`src/rtl/data_memory_bank_if.sv`:
```
// Request/response bundle between the load/store stage and data_memory_bank.
// The master issues valid/ready requests; the slave returns a one-cycle response pulse.
interface data_memory_bank_if #(
    parameter int DATA_WIDTH = 32,
    parameter int ADDR_WIDTH = 32
);
    localparam int BYTES = DATA_WIDTH / 8;

    logic                  req_valid;
    logic                  req_ready;
    logic                  req_write;
    logic [ADDR_WIDTH-1:0] req_addr;
    logic [BYTES-1:0]      req_be;
    logic [DATA_WIDTH-1:0] req_wdata;
    logic                  rsp_valid;
    logic [DATA_WIDTH-1:0] rsp_data;
    logic                  rsp_err;

    modport master (
        output req_valid, req_write, req_addr, req_be, req_wdata,
        input  req_ready, rsp_valid, rsp_data, rsp_err
    );

    modport slave (
        input  req_valid, req_write, req_addr, req_be, req_wdata,
        output req_ready, rsp_valid, rsp_data, rsp_err
    );
endinterface

```
`src/rtl/data_memory_bank.sv`:
```
// Word-organised data memory with byte-enable stores, registered loads and a
// post-reset zeroing sweep; one request per cycle, response one cycle later.
module data_memory_bank #(
    parameter int DATA_WIDTH = 32,
    parameter int DEPTH      = 32,
    parameter int ADDR_WIDTH = 32
) (
    input  logic                clk,
    input  logic                rst,
    data_memory_bank_if.slave   bus
);
    localparam int BYTES = DATA_WIDTH / 8;
    localparam int OFS   = $clog2(BYTES);
    localparam int IDX   = $clog2(DEPTH);
    localparam logic [ADDR_WIDTH:0] DEPTH_EXT = (ADDR_WIDTH + 1)'(DEPTH);

    typedef enum logic {
        ST_INIT = 1'b0,
        ST_IDLE = 1'b1
    } state_t;

    state_t                state_q, state_d;
    logic [IDX-1:0]        cnt_q, cnt_d;
    logic                  rsp_valid_q, rsp_valid_d;
    logic                  rsp_err_q, rsp_err_d;
    logic [DATA_WIDTH-1:0] rsp_data_q;

    logic [DATA_WIDTH-1:0] mem [DEPTH];

    // Address decode
    logic [ADDR_WIDTH-1:0] word_addr;
    logic [IDX-1:0]        req_idx;
    logic                  misaligned;
    logic                  out_of_range;
    logic                  req_err;

    assign word_addr    = bus.req_addr >> OFS;
    assign req_idx      = word_addr[IDX-1:0];
    assign out_of_range = ({1'b0, word_addr} >= DEPTH_EXT);
    assign req_err      = misaligned | out_of_range;

    generate
        if (OFS == 0) begin : g_no_ofs
            assign misaligned = 1'b0;
        end else begin : g_ofs
            assign misaligned = |bus.req_addr[OFS-1:0];
        end
    endgenerate

    // Array write/read port controls
    logic                  wr_en;
    logic [IDX-1:0]        wr_idx;
    logic [BYTES-1:0]      wr_be;
    logic [DATA_WIDTH-1:0] wr_data;
    logic                  rd_en;

    always_comb begin
        state_d     = state_q;
        cnt_d       = cnt_q;
        rsp_valid_d = 1'b0;
        rsp_err_d   = 1'b0;
        wr_en       = 1'b0;
        wr_idx      = req_idx;
        wr_be       = '0;
        wr_data     = bus.req_wdata;
        rd_en       = 1'b0;

        case (state_q)
            ST_INIT: begin
                wr_en   = 1'b1;
                wr_idx  = cnt_q;
                wr_be   = '1;
                wr_data = '0;
                cnt_d   = cnt_q + 1'b1;
                if (cnt_q == IDX'(DEPTH - 1)) begin
                    state_d = ST_IDLE;
                    cnt_d   = '0;
                end
            end
            ST_IDLE: begin
                if (bus.req_valid) begin
                    rsp_valid_d = 1'b1;
                    rsp_err_d   = req_err;
                    if (!req_err) begin
                        if (bus.req_write) begin
                            wr_en = 1'b1;
                            wr_be = bus.req_be;
                        end else begin
                            rd_en = 1'b1;
                        end
                    end
                end
            end
            default: begin
                state_d = ST_INIT;
                cnt_d   = '0;
            end
        endcase
    end

    always_ff @(posedge clk) begin
        if (rst) begin
            state_q     <= ST_INIT;
            cnt_q       <= '0;
            rsp_valid_q <= 1'b0;
            rsp_err_q   <= 1'b0;
        end else begin
            state_q     <= state_d;
            cnt_q       <= cnt_d;
            rsp_valid_q <= rsp_valid_d;
            rsp_err_q   <= rsp_err_d;
        end
    end

    // Array kept free of reset so it maps onto block RAM with byte write enables
    always_ff @(posedge clk) begin
        if (wr_en && !rst) begin
            for (int k = 0; k < BYTES; k++) begin
                if (wr_be[k]) begin
                    mem[wr_idx][k*8 +: 8] <= wr_data[k*8 +: 8];
                end
            end
        end
    end

    // Store and error responses carry zero data
    always_ff @(posedge clk) begin
        if (rst || !rd_en) begin
            rsp_data_q <= '0;
        end else begin
            rsp_data_q <= mem[req_idx];
        end
    end

    assign bus.req_ready = (state_q == ST_IDLE);
    assign bus.rsp_valid = rsp_valid_q;
    assign bus.rsp_err   = rsp_err_q;
    assign bus.rsp_data  = rsp_data_q;

endmodule

```
`src/flat_wrapper.sv`:
```
// flat-port wrapper written by rule: the top's interface ports become plain ports
module data_memory_bank_flat 
#(
    parameter int DATA_WIDTH = 32,
    parameter int DEPTH      = 32,
    parameter int ADDR_WIDTH = 32
)
  (clk, rst, bus_req_valid, bus_req_write, bus_req_addr, bus_req_be, bus_req_wdata, bus_req_ready, bus_rsp_valid, bus_rsp_data, bus_rsp_err);
  data_memory_bank_if #(.DATA_WIDTH(DATA_WIDTH), .ADDR_WIDTH(ADDR_WIDTH)) bus_i ();
  input  logic clk;
  input  logic rst;
  input wire logic [$bits(bus_i.req_valid)-1:0] bus_req_valid;
  input wire logic [$bits(bus_i.req_write)-1:0] bus_req_write;
  input wire logic [$bits(bus_i.req_addr)-1:0] bus_req_addr;
  input wire logic [$bits(bus_i.req_be)-1:0] bus_req_be;
  input wire logic [$bits(bus_i.req_wdata)-1:0] bus_req_wdata;
  output wire logic [$bits(bus_i.req_ready)-1:0] bus_req_ready;
  output wire logic [$bits(bus_i.rsp_valid)-1:0] bus_rsp_valid;
  output wire logic [$bits(bus_i.rsp_data)-1:0] bus_rsp_data;
  output wire logic [$bits(bus_i.rsp_err)-1:0] bus_rsp_err;
  assign bus_i.req_valid = bus_req_valid;
  assign bus_i.req_write = bus_req_write;
  assign bus_i.req_addr = bus_req_addr;
  assign bus_i.req_be = bus_req_be;
  assign bus_i.req_wdata = bus_req_wdata;
  assign bus_req_ready = bus_i.req_ready;
  assign bus_rsp_valid = bus_i.rsp_valid;
  assign bus_rsp_data = bus_i.rsp_data;
  assign bus_rsp_err = bus_i.rsp_err;
  data_memory_bank #(.DATA_WIDTH(DATA_WIDTH), .DEPTH(DEPTH), .ADDR_WIDTH(ADDR_WIDTH)) u_core (.clk(clk), .rst(rst), .bus(bus_i));
endmodule
```
`config.mk`:
```
export PLATFORM = sky130hd
export DESIGN_NAME = data_memory_bank_flat
export DESIGN_NICKNAME = d
export VERILOG_FILES = /design/src/rtl/data_memory_bank_if.sv /design/src/rtl/data_memory_bank.sv /design/src/flat_wrapper.sv
export SDC_FILE = /design/constraint.sdc
export NUM_CORES = 1
export LEC_CHECK = 0
export CORE_ASPECT_RATIO = 0.7
export CORE_MARGIN = 4
export CORE_UTILIZATION = 61
export DETAILED_ROUTE_END_ITERATION = 12
export GPL_TIMING_DRIVEN = 0
export HOLD_SLACK_MARGIN = 0.06
export PLACE_DENSITY_LB_ADDON = 0.15
export SLEW_MARGIN = 20
export SYNTH_ARGS = -nofsm -noshare
export SYNTH_HDL_FRONTEND = slang
export SYNTH_SLANG_ARGS = --single-unit
```
`constraint.sdc`:
```
create_clock -name clk -period 2.45 [get_ports clk]
set_input_delay 0.245 -clock clk [delete_from_list [all_inputs] [get_ports clk]]
set_output_delay 0.245 -clock clk [all_outputs]
set_load 0.01 [all_outputs]
```
==> out/qor.txt <==
RSZ-0062 raised after global routing: yes
Pre-CTS setup slack: -1872 ps
H-tree depth: 3
Worst EP required: 2820 ps
Post-synth EDFFs: 1024
Via density: 6.908
Post-Syn Nets: 2010
Routed wl met2: 49.50 mm
Horiz. Die Dim: 317.0 microns
Antenna-violating nets left: 0
CTS Hold Bufs: 0
Main flop type after synthesis: edfxtp_1
Max_slew headroom: 38.27%
Nets: 2307
R2r setup slk: -70 ps
Startpoint Class: register
Tcrit/Tclk final: 103.0%
Sequential area share after synthesis: 77.39%
Initial Util: 62.26%
Clock Tree Buf Depth: 3
Final hold vios: 0
Top sig layer: met5
Placer congestion estimate: 0.9004
#FFs+latches synth: 1064
Slew Viols, Final: 0
Cts bufs inserted: 92
Fraction of layout cells with a size suffix above 1: 34.26%
Global-route wire length before repair: 152.4 mm
DP HPWL: 68.90 mm
Antenna cells: 0
PnR worst setup slack: -73.68 ps
Clk sinks: 1064
Post-synth top cells: 1024 x edfxtp_1, 256 x mux4_2, 136 x nor2_1
Arrival time worst endpoint: 2900 ps
Most area-hungry cell type in the Yosys netlist: edfxtp_1
Post-DP Area: 42920 sq um
Cell area after layout: 49200 sq um
TritonRoute pass-1 iters: 5
Maximum net fanout on the critical path: 10
Vias in the first global route: 21600
DRC: 0
Clk root buf: clkbuf_16
Minimum clock period: 2524 ps
Async SR Flop Fraction: 0%
Die Footprint: 71100 sq um
CTS clock-pin slew for the worst setup and hold paths: 70 ps
Synth top area share: 75.42%
Vias: 22010
Ys Warns: 0
Drt first-iter violations: 3833
Worst slew pin tran: 926.0 ps
Routed length per placed instance: 34.16 microns
Syn Inst Count: 1936
Num rows: 78
Failing checks: setup timing
Mean Syn Cell Area: 21.06 sq um
Worst min-delay path class: in2reg
Synthesized cell area: 40770 sq um
Clock Latency Late Sink: 660 ps
Max-cap check violation count: 0
Top-count cell post-synth: edfxtp_1
Port bufs: 103
Met3 WL: 15.82 mm
GRT Total Usage: 30.46%
Wl on met1: 40.36 mm
DIE HEIGHT: 224.3 microns
Setup_tns: -4552 ps
Max VDD drop: 0.4727 mV
Worst clock skew: 26.62 ps
Io pins: 107
Maximum achievable frequency: 0.3962 GHz
TritonCTS clock tree: yes
Setup-failing EPs final: 128
Synthesis-to-finish area growth: 20.67%
Core footprint: 65490 sq um
Congestion Overflow GR: 0
Cells taking the most area after synthesis: edfxtp_1 75%, mux4_2 14%, dfxtp_1 2.0%
Type of the worst setup path: reg2reg
Largest net degree at the start of global routing: 33
P per Cell Area: 741.1 nW/um^2
Setup crit end kind: register
Status: finished, violations left
Initial antenna violation count: 6
P_leak: 16.38 nW
Hold_ws: 249.4 ps
Final wirelength: 108.8 mm
Netlist cell types: 36
## registers in the layout (all words and copies together) (netlist names)
register,flops
u_core.bus.rsp_err,1
u_core.bus.req_ready,1
u_core.mem,1024
u_core.bus.rsp_data,32
u_core.cnt_q,5
u_core.bus.rsp_valid,1
## timing repair
action                                  in CTS  in global routing
endpoints found under the setup margin    2080               1974
setup buffers                               60                 42
gates cloned                                 0                  0
pin swaps                                   43                 39
gates resized for setup                    387                 45
## metal layers
| layer | track usage (%) | vias to the layer above |
|---|---|---|
| li1 | - | 8671 |
| met4 | 8.660 | 6 |
| met1 | 45.27 | 11440 |
| met2 | 44.21 | 1656 |
| met3 | 10.27 | 232 |
| met5 | 0 | - |
## critical path, cell delays in order, from the launching register on
cell and delay [ps]:
dfxtp_1 450, buf_6 220, clkbuf_2 250, nand3b_1 260
a21oi_4 400, buf_4 190, nand2_4 130, nor2_4 180
buf_12 150
## logic make-up (layout without fill, tap and decap cells)
logic type	after synthesis	in the layout	share of synthesized area, %
fa+ha+maj	2	2	0.06137
simple gates	338	338	4.201
buf+inv	121	491	1.498
compound gates	151	151	2.609
mux	260	260	14.24
flops	1064	1064	77.39
## layout by cell type (no fill, tap or decap), types with 5 or more instances in the layout
cell,instances
a211oi_1,32
a21oi_4,11
a22oi_1,64
and2_2,14
and2_4,18
and3_1,34
buf_12,77
buf_2,27
buf_4,48
buf_6,7
bufinv_16,13
clkbuf_1,62
clkbuf_16,97
clkbuf_2,5
clkbuf_4,10
clkdlybuf4s50_1,102
clkinv_1,21
clkinv_2,14
dfxtp_1,40
edfxtp_1,1024
mux4_2,256
nand2_2,26
nand2_4,6
nand3b_1,8
nor2_1,8
nor2_4,128
nor2b_1,36
nor4_1,23
nor4_2,14
o22ai_1,32
or3b_2,5
## power breakdown
part,switching [mW],internal [mW]
Combinational,0.950,0.724
Sequential,0.0324,19.7
Clock,6.41,8.60
## final timing paths
path | from | endpoint | depth (start not counted)
max | u_core.bus.req_ready | u_core.mem[24][17] | 8
min | bus_req_valid | u_core.bus.rsp_valid | 3
max reg2reg | u_core.bus.req_ready | u_core.mem[24][17] | 8
min reg2reg | u_core.cnt_q[4] | u_core.cnt_q[4] | 2
## stage by stage
stage / util [%] / std cells / power (mW)
floorplan: - / 1936 / 21.05
global placement: 65.51 / 2919 / 21.62
detailed placement: 65.54 / 2920 / 21.65
CTS: 73.78 / 3147 / 36.34
global route: 75.13 / 3186 / 37.37
finish: 75.13 / 3186 / 36.46
## final cells by class
cell class	instances	area (sq um)
buffer	116	650.6
clock buffer	118	2516
clock inverter	49	548.0
fill	3355	16290
inverter	2	7.507
multi-input combinational	751	10050
sequential	1064	31550
tap	880	1101
timing repair buffer	206	2770
(Power assumes the default switching activity.)
